<file path="src/rtl/pc_fetch_ctl.sv">
// Program-counter register and fetch sequencer with run/halt control,
// misaligned-target trap and saturating performance counters.
module pc_fetch_ctl #(
  parameter logic [31:0] RESET_PC = 32'h0000_0000,
  parameter int          CNT_W    = 32
) (
  input  logic             clk,
  input  logic             rst,
  input  logic             en,
  input  logic             stall,
  input  logic             halt_req,
  input  logic             resume,
  input  logic [31:0]      pc_new,
  input  logic             branched,
  input  logic             is_jump,
  output logic [31:0]      pc,
  output logic [31:0]      pc_4,
  output logic             halted,
  output logic             misalign,
  output logic [CNT_W-1:0] cnt_cycle,
  output logic [CNT_W-1:0] cnt_branch,
  output logic [CNT_W-1:0] cnt_jump
);

  // state  | meaning
  // S_RUN  | fetching; commits pc_new each enabled, unstalled cycle
  // S_HALT | frozen after halt_req or misaligned target; resume leaves unless trapped
  localparam logic [0:0] S_RUN  = 1'b0;
  localparam logic [0:0] S_HALT = 1'b1;

  logic [0:0] state;
  logic       target_bad;

  function automatic logic [CNT_W-1:0] sat_inc(input logic [CNT_W-1:0] v);
    return (&v) ? v : v + 1'b1;
  endfunction

  assign pc_4       = pc + 32'd4;
  assign halted     = (state == S_HALT);
  assign target_bad = (pc_new[1:0] != 2'b00);

  always_ff @(posedge clk) begin
    if (rst) begin
      state      <= S_RUN;
      pc         <= RESET_PC;
      misalign   <= 1'b0;
      cnt_cycle  <= '0;
      cnt_branch <= '0;
      cnt_jump   <= '0;
    end else if (en) begin
      if (state == S_RUN) begin
        cnt_cycle <= sat_inc(cnt_cycle);
        if (halt_req) begin
          state <= S_HALT;
        end else if (!stall) begin
          if (target_bad) begin
            // trap holds pc at the offending instruction for inspection
            misalign <= 1'b1;
            state    <= S_HALT;
          end else begin
            pc <= pc_new;
            if (branched) cnt_branch <= sat_inc(cnt_branch);
            if (is_jump)  cnt_jump   <= sat_inc(cnt_jump);
          end
        end
      end else begin
        if (resume && !misalign) begin
          state <= S_RUN;
          pc    <= pc_4;
        end
      end
    end
  end

endmodule

</file>
<file path="config.mk">
export PLATFORM = sky130hd
export DESIGN_NAME = pc_fetch_ctl
export DESIGN_NICKNAME = d
export VERILOG_FILES = /design/src/rtl/pc_fetch_ctl.sv
export SDC_FILE = /design/constraint.sdc
export NUM_CORES = 1
export LEC_CHECK = 0
export CELL_PAD_IN_SITES_DETAIL_PLACEMENT = 0
export CELL_PAD_IN_SITES_GLOBAL_PLACEMENT = 1
export CORE_AREA = 2 2 149 151
export CTS_CLUSTER_SIZE = 24
export DETAILED_ROUTE_END_ITERATION = 10
export DIE_AREA = 0 0 151 153
export PLACE_DENSITY_LB_ADDON = 0.1
export SYNTH_ARGS = -nofsm -noshare
export SYNTH_HDL_FRONTEND = slang
export SYNTH_SLANG_ARGS = --single-unit
</file>
<file path="constraint.sdc">
create_clock -name clk -period 2.78 [get_ports clk]
set_clock_uncertainty 0.15 [all_clocks]
set_input_delay 0.417 -clock clk [delete_from_list [all_inputs] [get_ports clk]]
set_output_delay 0.417 -clock clk [all_outputs]
set_load 0.02 [all_outputs]
</file>
==> metrics.txt, run 1 <==
non-filler cells, final=around 1500; largest family of logic cells by synthesized area=simple AND/OR/NAND/NOR gates; Syn Inst Count=a little over 900; final setup vio count=0; layout cell share with drive strength beyond 1=around a fifth; CTS tree=done; post-synthesis compound-gate area fraction=a little under a fifth; Area Growth Syn to Fin=50.2%; nature of the critical path endpoint=primary output; sequential area share after synthesis=35.0%; switching share of power=roughly a quarter; worst hold margin=0.193 ns; Max Slew Vio Count=0; P_sw=around 1.1 mW; hold_buf cts=0; # rows=54; Core Area=~0.021 mm²; XOR/XNOR Fraction of Synth Area=roughly 4.8%; via/cell ratio=about 5.4; Final ANT Viol Nets=0; status=finished, final reports clean; Crit Path Max Fanout=4; drt pass-1 iters=5; Synth Net Count=978; share of flip-flops with an asynchronous set or reset=0%; clock latency at the later pin of the worst-skew pair=approximately 0.42 ns; number of synthesized flops with an enable pin=0; Post-Place Worst Slack=-0.0579 ns; Avg WL per Cell=~17 µm; Synth Area in Simple Gates=between 30 and 40%; Clk pwr share=a little under half; Detailed Route Iter0 Violations=454; WP data required=approximately 2.2 ns; minimum clock period=between 2 and 3 ns; RePlAce Congestion=~0.83; synthesized flop and latch total=between 100 and 150; max_slew headroom=about three fifths; DP Cell Count=between 1000 and 1500; area share of fa/ha/maj cells after synthesis=less than 1%; register area=about 0.0026 mm²; drt total wl=roughly 25 mm; gr usage total=21.7%; Max H-tree Level=4; part of the power in combinational logic=under 10%; final hold vios=0; first-pass GRT wire length=around 40 mm; die height=153 µm; element type at the critical path start=flip-flop; root buffer cell=clkbuf_16; Initial Util=around a third; total clock sinks=130; Fmax=about 370 MHz; Yosys warnings=0; Die W=roughly 150 µm; Main synth FF type=dfxtp_1; Netlist cell types=65; vias in the first global route=roughly 7600; DRC violations left=0; unrepaired setup endpoints after global routing=true; Worst Max-Slew Pin Slew=about 0.62 ns; clock slew seen by the registers of the worst setup and hold paths=0.06 ns; Max Buffers Root-to-Sink=2; Max VDD drop=0.386 mV; GRT overflow=0; Worst EP arrival=approximately 2.2 ns; Die Area=0.0231 mm²; CP Class=flip-flop to primary output; Worst Hold Class=input port to flip-flop; Post-Syn Area=~0.0074 mm²; Power per Cell Area=381 mW/mm²; Leak=3.89 nW; IO Pins=slightly above 200; Layout Nets=around 1300; post-route setup TNS=0 ns; sequential power share=between 40% and 50%; Via Count=slightly above 8000; TritonCTS Buffers=17; largest net degree at the start of global routing=50; Avg Cell Area, Syn=around 8 µm²; Port-buffer cells=201; Placed Area=0.0105 mm²; final setup margin=around 0.058 ns; fillers=2118; Power Internal=roughly 3.2 mW; hpwl dp=approximately 18 mm; fin crit share=97.9%; max-cap viol count=0; design area=roughly 0.011 mm²; initial antenna violation count=2; mux cell area share after synthesis=between 3 and 4%; area of the multi-input gates=about 0.0046 mm²
## registers in the layout (all words and copies together), names as in the netlist
signal,count
cnt_branch,32
cnt_cycle,32
cnt_jump,32
pc,32
halted,1
misalign,1
## cell families (layout without fill, tap and decap cells)
family          count (synthesis)  in the layout
simple gates                  432            432
compound gates                219            219
flops                         130            130
buf+inv                        84            391
xor+xnor                       41             41
mux                            24             24
fa+ha+maj                       4              4
other cells                     0              2
## worst paths after layout
kind	slack (ns)	to	start	cells after the start
worst max-delay path	0.06	pc_4[16]	pc[2]	6
worst min register to register	0.34	pc[0]	pc[0]	1
worst min-delay path	0.19	pc[18]	rst	2
worst max register to register	0.13	cnt_jump[25]	cnt_jump[8]	5
## cell usage after synthesis (5+ instances only)
cell,n,area share [%]
dfxtp_1,130,35
nor2_1,71,3.6
a21oi_1,66,4.4
nand2_1,63,3.2
nand3_1,54,3.6
clkbuf_1,50,2.5
nand4_1,41,3.4
o21ai_0,36,2.4
or4_1,34,3.4
nor3_1,30,2.0
or3_1,28,2.4
xnor2_1,26,3.1
inv_1,24,1.2
nor4_1,24,2.0
o31ai_1,24,2.4
a22oi_1,23,2.3
xor2_1,15,1.8
and4_1,14,1.6
mux2_2,14,2.1
nor2b_1,14,1.2
and3_1,13,1.1
o211ai_1,11,1.1
mux2i_1,9,1.2
or2_2,9,0.76
and2_1,8,0.67
a31oi_1,7,0.59
a211oi_1,6,0.61
buf_2,6,0.40
o21a_1,6,0.61
o22ai_1,6,0.50
nand4b_1,5,0.59
nor3b_1,5,0.50
## final cells by class
| type | instances | share of cell area, % |
|---|---|---|
| Antenna cell | 2 | 0.0448 |
| Sequential cell | 130 | 23.3 |
| Tap cell | 280 | 3.13 |
| Inverter | 24 | 0.806 |
| Clock buffer | 18 | 3.84 |
| Timing Repair Buffer | 336 | 26.7 |
| Multi-Input combinational cell | 720 | 41.3 |
| Clock inverter | 13 | 0.817 |
## placed cells by master (no fill, tap or decap), drive strengths merged, types with 11 or more instances in the layout
cell type        n
buf            145
or4             40
xor2            15
nor2            71
and3            13
dfxtp          130
nand4           42
nor3            30
o211ai          11
clkbuf          24
o21ai           36
nand3           54
xnor2           26
and4            14
nor2b           14
o31ai           25
nor4            24
a21oi           66
mux2            15
a22oi           23
or3             28
nand2           63
inv             25
clkdlybuf4s50  175
## through the flow
step                total power [mW]  util [%]
floorplan                       2.09         -
global placement                2.29      49.1
detailed placement              2.29      49.1
CTS                             4.31      51.6
global route                    4.42      52.0
finish                          4.25      52.0
## layer usage
metal	wire (µm)	GRT usage (%)
met4	280	5.52
met3	1540	4.30
met5	0	0
met2	11600	34.4
met1	11900	30.1
## power groups by stage
stage / sequential, mW / clock [mW] / combinational (mW)
2_1_floorplan: 1.95 / 0 / 0.141
6_report: 1.89 / 2.01 / 0.353
5_1_grt: 1.89 / 2.15 / 0.381
4_1_cts: 1.89 / 2.06 / 0.355
3_5_place_dp: 1.93 / 0 / 0.357
3_3_place_gp: 1.93 / 0 / 0.358
## timing repair
item | 4_1_cts | 5_1_grt
pin swaps | 1 | 13
setup endpoints to repair | 25 | 21
resized for setup | 62 | 44
setup buffers | 2 | 6
## critical path: stages, from the launching register on
cell and delay (ns):
dfxtp_1 0.33, ha_2 0.22, nand3_4 0.10, or4_4 0.43
o21a_1 0.21, or2_2 0.29, buf_2 0.16
(Power assumes the default switching activity.)
==> run 2, diff against run 1 <==
--- a/config.mk
+++ b/config.mk
@@ -11,6 +11,7 @@
 export CTS_CLUSTER_SIZE = 24
 export DETAILED_ROUTE_END_ITERATION = 10
 export DIE_AREA = 0 0 151 153
+export GPL_TIMING_DRIVEN = 0
 export PLACE_DENSITY_LB_ADDON = 0.1
 export SYNTH_ARGS = -nofsm -noshare
 export SYNTH_HDL_FRONTEND = slang
==> metrics.txt, run 2 (synthesized netlist as in run 1, its figures left out) <==
element type at the critical path start=flip-flop; Worst Max-Slew Pin Slew=just under 0.8 ns; post-route setup TNS=-0.0272 ns; via/cell ratio=around 5.7; non-filler cells, final=1469; Fmax=around 360 MHz; nature of the critical path endpoint=primary output; fin crit share=101%; drt pass-1 iters=8; Placed Area=just under 0.01 mm²; drt total wl=27.9 mm; die height=~150 µm; clock latency at the later pin of the worst-skew pair=~0.43 ns; R2R cell count=5; Max VDD drop=between 0.4 and 0.5 mV; Final ANT Viol Nets=0; CTS tree=done; CP endpoint=pc_4[29]; minimum clock period=around 2.8 ns; Post-Place Worst Slack=-0.867 ns; IO Pins=a little over 200; hold_buf cts=0; CP Class=flip-flop to primary output; RePlAce Congestion=between 0.8 and 0.9; layout cell share with drive strength beyond 1=between 15 and 20%; beginning of the critical path=pc[10]; hpwl dp=slightly above 20 mm; Worst EP arrival=approximately 2.2 ns; Area Growth Syn to Fin=46.4%; GRT overflow=0; worst hold margin=about 0.34 ns; violated checks=setup timing; Detailed Route Iter0 Violations=633; total clock sinks=130; clock slew seen by the registers of the worst setup and hold paths=around 0.06 ns; DP Cell Count=~1400; TritonCTS Buffers=17; Power per Cell Area=between 400 and 500 mW/mm²; Crit Path Max Fanout=7; Avg WL per Cell=19.0 µm; WP data required=about 2.2 ns; status=complete, but fails checks; first-pass GRT wire length=between 40 and 50 mm; unrepaired setup endpoints after global routing=true; final hold vios=0; Layout Nets=around 1200; # rows=54; Max Buffers Root-to-Sink=2; initial antenna violation count=0; R2R Path Start=cnt_jump[2]; vias in the first global route=around 7600; Via Count=~8400; final setup vio count=2; Power, Total=approximately 4.5 mW; Post-Route Utilization=roughly 50%; Max H-tree Level=4; Die Area=about 0.023 mm²; Initial Util=between 30% and 40%; root buffer cell=clkbuf_16; Port-buffer cells=200; largest net degree at the start of global routing=17; Max Slew Vio Count=0; Leak=between 3 and 4 nW; Die W=approximately 150 µm; most frequent cells in the layout=clkdlybuf4s50_1, dfxtp_1, nor2_1, a21oi_1, nand2_1; max-cap viol count=0; final setup margin=-0.0267 ns; DRC violations left=0; design area=about 0.011 mm²; Worst Hold Class=flip-flop to flip-flop; Crit Reg-Reg Endpoint=cnt_jump[25]; max_slew headroom=between 40% and 50%; Core Area=0.0215 mm²; R2R setup slack=roughly 0.11 ns; commonest non-fill, non-tap cell in the layout=clkdlybuf4s50_1; gr usage total=23.9%
==> run 2: what timing repair did <==
item                                    4_1_cts  5_1_grt
endpoints found under the setup margin       70       76
gates resized for setup                     128       63
setup buffers                                17       16
pin swaps                                    13       14
==> run 2: area by class of cell <==
cell class / count / area (µm²)
fillers: 2149 / 10600
multi-input cells: 720 / 4790
flip-flops and latches: 130 / 2650
repair buffers: 233 / 2210
clock buffers: 22 / 484
well taps: 280 / 350
plain buffers: 50 / 236
inverters: 24 / 90.1
clock inverters: 9 / 81.3
diodes: 1 / 2.50
==> run 2: worst min-delay path by stage <==
stage                        from            end  depth (start not counted)
floorplan           cnt_branch[1]  cnt_branch[1]                          2
global placement            pc[1]          pc[1]                          1
detailed placement          pc[0]          pc[0]                          1
CTS                        pc[11]         pc[11]                          2
global route                pc[1]          pc[1]                          1
finish                      pc[0]          pc[0]                          1
==> run 2: power by group <==
group          internal [mW]  switching (mW)
sequential              1.87          0.0267
clock                   1.31           0.895
combinational          0.141           0.207
total                   3.33            1.13
==> run 2: per-layer routing <==
layer,global-route usage [%],wire (µm)
met1,32.5,12800
met3,4.54,1700
met2,38.7,12900
met4,6.19,471
met5,0,0
==> run 2: critical path: stages, from the launching register on <==
cell,delay (ns)
dfxtp_4,0.39
nand4_1,0.11
buf_6,0.16
nor3_4,0.26
nand4b_1,0.27
or3_1,0.38
nand2_1,0.08
clkbuf_2,0.16
==> run 3, diff against run 2 <==
--- a/config.mk
+++ b/config.mk
@@ -12,6 +12,7 @@
 export DETAILED_ROUTE_END_ITERATION = 10
 export DIE_AREA = 0 0 151 153
 export GPL_TIMING_DRIVEN = 0
+export MAX_ROUTING_LAYER = met4
 export PLACE_DENSITY_LB_ADDON = 0.1
 export SYNTH_ARGS = -nofsm -noshare
 export SYNTH_HDL_FRONTEND = slang
==> metrics.txt, run 3 (synthesized netlist as in run 1, its figures left out) <==
WP buf/inv=2; max_slew headroom=~47%; Leak=about 3.6 nW; Max Slew Vio Count=0; element type at the critical path start=flip-flop; Worst Hold Launch=pc[0]; register area=roughly 0.0027 mm²; via/cell ratio=approximately 5.7; largest stage delay on the critical path=roughly 0.39 ns; Power per Cell Area=slightly above 400 mW/mm²; Power, Total=~4.5 mW; Core Area=between 0.02 and 0.025 mm²; clock slew seen by the registers of the worst setup and hold paths=0.06 ns; first-pass GRT wire length=43.1 mm; violated checks=setup timing; TritonCTS Buffers=17; Area Growth Syn to Fin=46.4%; largest net degree at the start of global routing=17; nature of the critical path endpoint=primary output; Post-Place Worst Slack=-0.867 ns; Top delay family on crit path=simple AND/OR/NAND/NOR gates; Max H-tree Level=4; Fmax=approximately 360 MHz; Layout Nets=1220; commonest non-fill, non-tap cell in the layout=clkdlybuf4s50_1; Crit Path Max Fanout=7; vias in the first global route=roughly 7600; clock latency at the later pin of the worst-skew pair=around 0.43 ns; fillers=between 2000 and 2500; WP data required=between 2 and 2.5 ns; slowest CP cell=dfxtp_4; drt pass-1 iters=5; beginning of the critical path=pc[10]; Die W=around 150 µm; hold_buf cts=0; CP Class=flip-flop to primary output; Initial Util=between 30% and 40%; DP Cell Count=1414; final setup margin=-0.0202 ns; CTS tree=done; RePlAce Congestion=about 0.9; Final ANT Viol Nets=0; initial antenna violation count=0; Max VDD drop=~0.41 mV; final setup vio count=1; final hold vios=0; non-filler cells, final=~1500; area of the multi-input gates=roughly 0.0048 mm²; gr usage total=around a quarter; fin crit share=101%; max-cap viol count=0; unrepaired setup endpoints after global routing=true; Detailed Route Iter0 Violations=between 500 and 600; total clock sinks=between 100 and 150; status=complete, but fails checks; # rows=54; root buffer cell=clkbuf_16; Avg WL per Cell=~19 µm; drt total wl=roughly 28 mm; layout cell share with drive strength beyond 1=between 10% and 20%; Worst EP arrival=2.23 ns; hpwl dp=slightly above 20 mm; post-route setup TNS=-0.0202 ns; Max Buffers Root-to-Sink=2; die height=roughly 150 µm; Die Area=about 0.023 mm²; design area=~0.011 mm²; IO Pins=202; R2R Path Start=cnt_jump[2]; most frequent cells in the layout=clkdlybuf4s50_1, dfxtp_1, nor2_1, a21oi_1, nand2_1; GRT overflow=0; CP Cell Sequence=nand4_1, buf_6, nor3_4, nand4b_1, or3_1, nand2_1, clkbuf_2; Placed Area=about 0.01 mm²; Worst Hold Class=flip-flop to flip-flop; Worst Max-Slew Pin Slew=approximately 0.79 ns; minimum clock period=roughly 2.8 ns; Port-buffer cells=200; DRC violations left=0; Via Count=around 8300
## run 3: cell counts in the layout (fill, tap and decap cells not counted)
Identical to the previous run, type by type.
## run 3: final timing paths
path / to / slack, ns / cells after the start
min reg2reg: pc[0] / 0.34 / 1
max reg2reg: cnt_jump[25] / 0.12 / 5
max: pc_4[29] / -0.02 / 7
min: pc[0] / 0.34 / 1
## run 3: layer usage
layer  up-vias  global-route usage [%]  part of all wire [%]
li1       4042                       -                     -
met2       272                    38.7                    46
met4         0                    6.19                   1.8
met5         -                       -                     0
met3        33                    4.30                   5.7
met1      3976                    32.7                    46
## run 3: what timing repair did
| item | in CTS | in global routing |
|---|---|---|
| resized for setup | 128 | 63 |
| buffers inserted | 17 | 16 |
| endpoints found under the setup margin | 70 | 76 |
| pin swaps | 13 | 14 |
## run 3: report_power, final
group          switching [mW]  internal [mW]
sequential             0.0268           1.87
combinational           0.207          0.141
clock                   0.891           1.31
total                    1.13           3.33
## run 3: cell type report
cell class	count	area share, %
multi-input combinational	720	44.0
sequential	130	24.3
timing repair buffer	233	20.3
clock buffer	22	4.44
tap	280	3.22
buffer	50	2.17
inverter	24	0.827
clock inverter	9	0.746
antenna	1	0.0230
## run 3: metrics by stage
step	util [%]	hold WS, ns
after floorplan	-	0.410
after global placement	45.6	0.333
final	50.7	0.340
after detailed placement	45.6	0.336
after CTS	49.5	0.344
after global routing	50.7	0.362
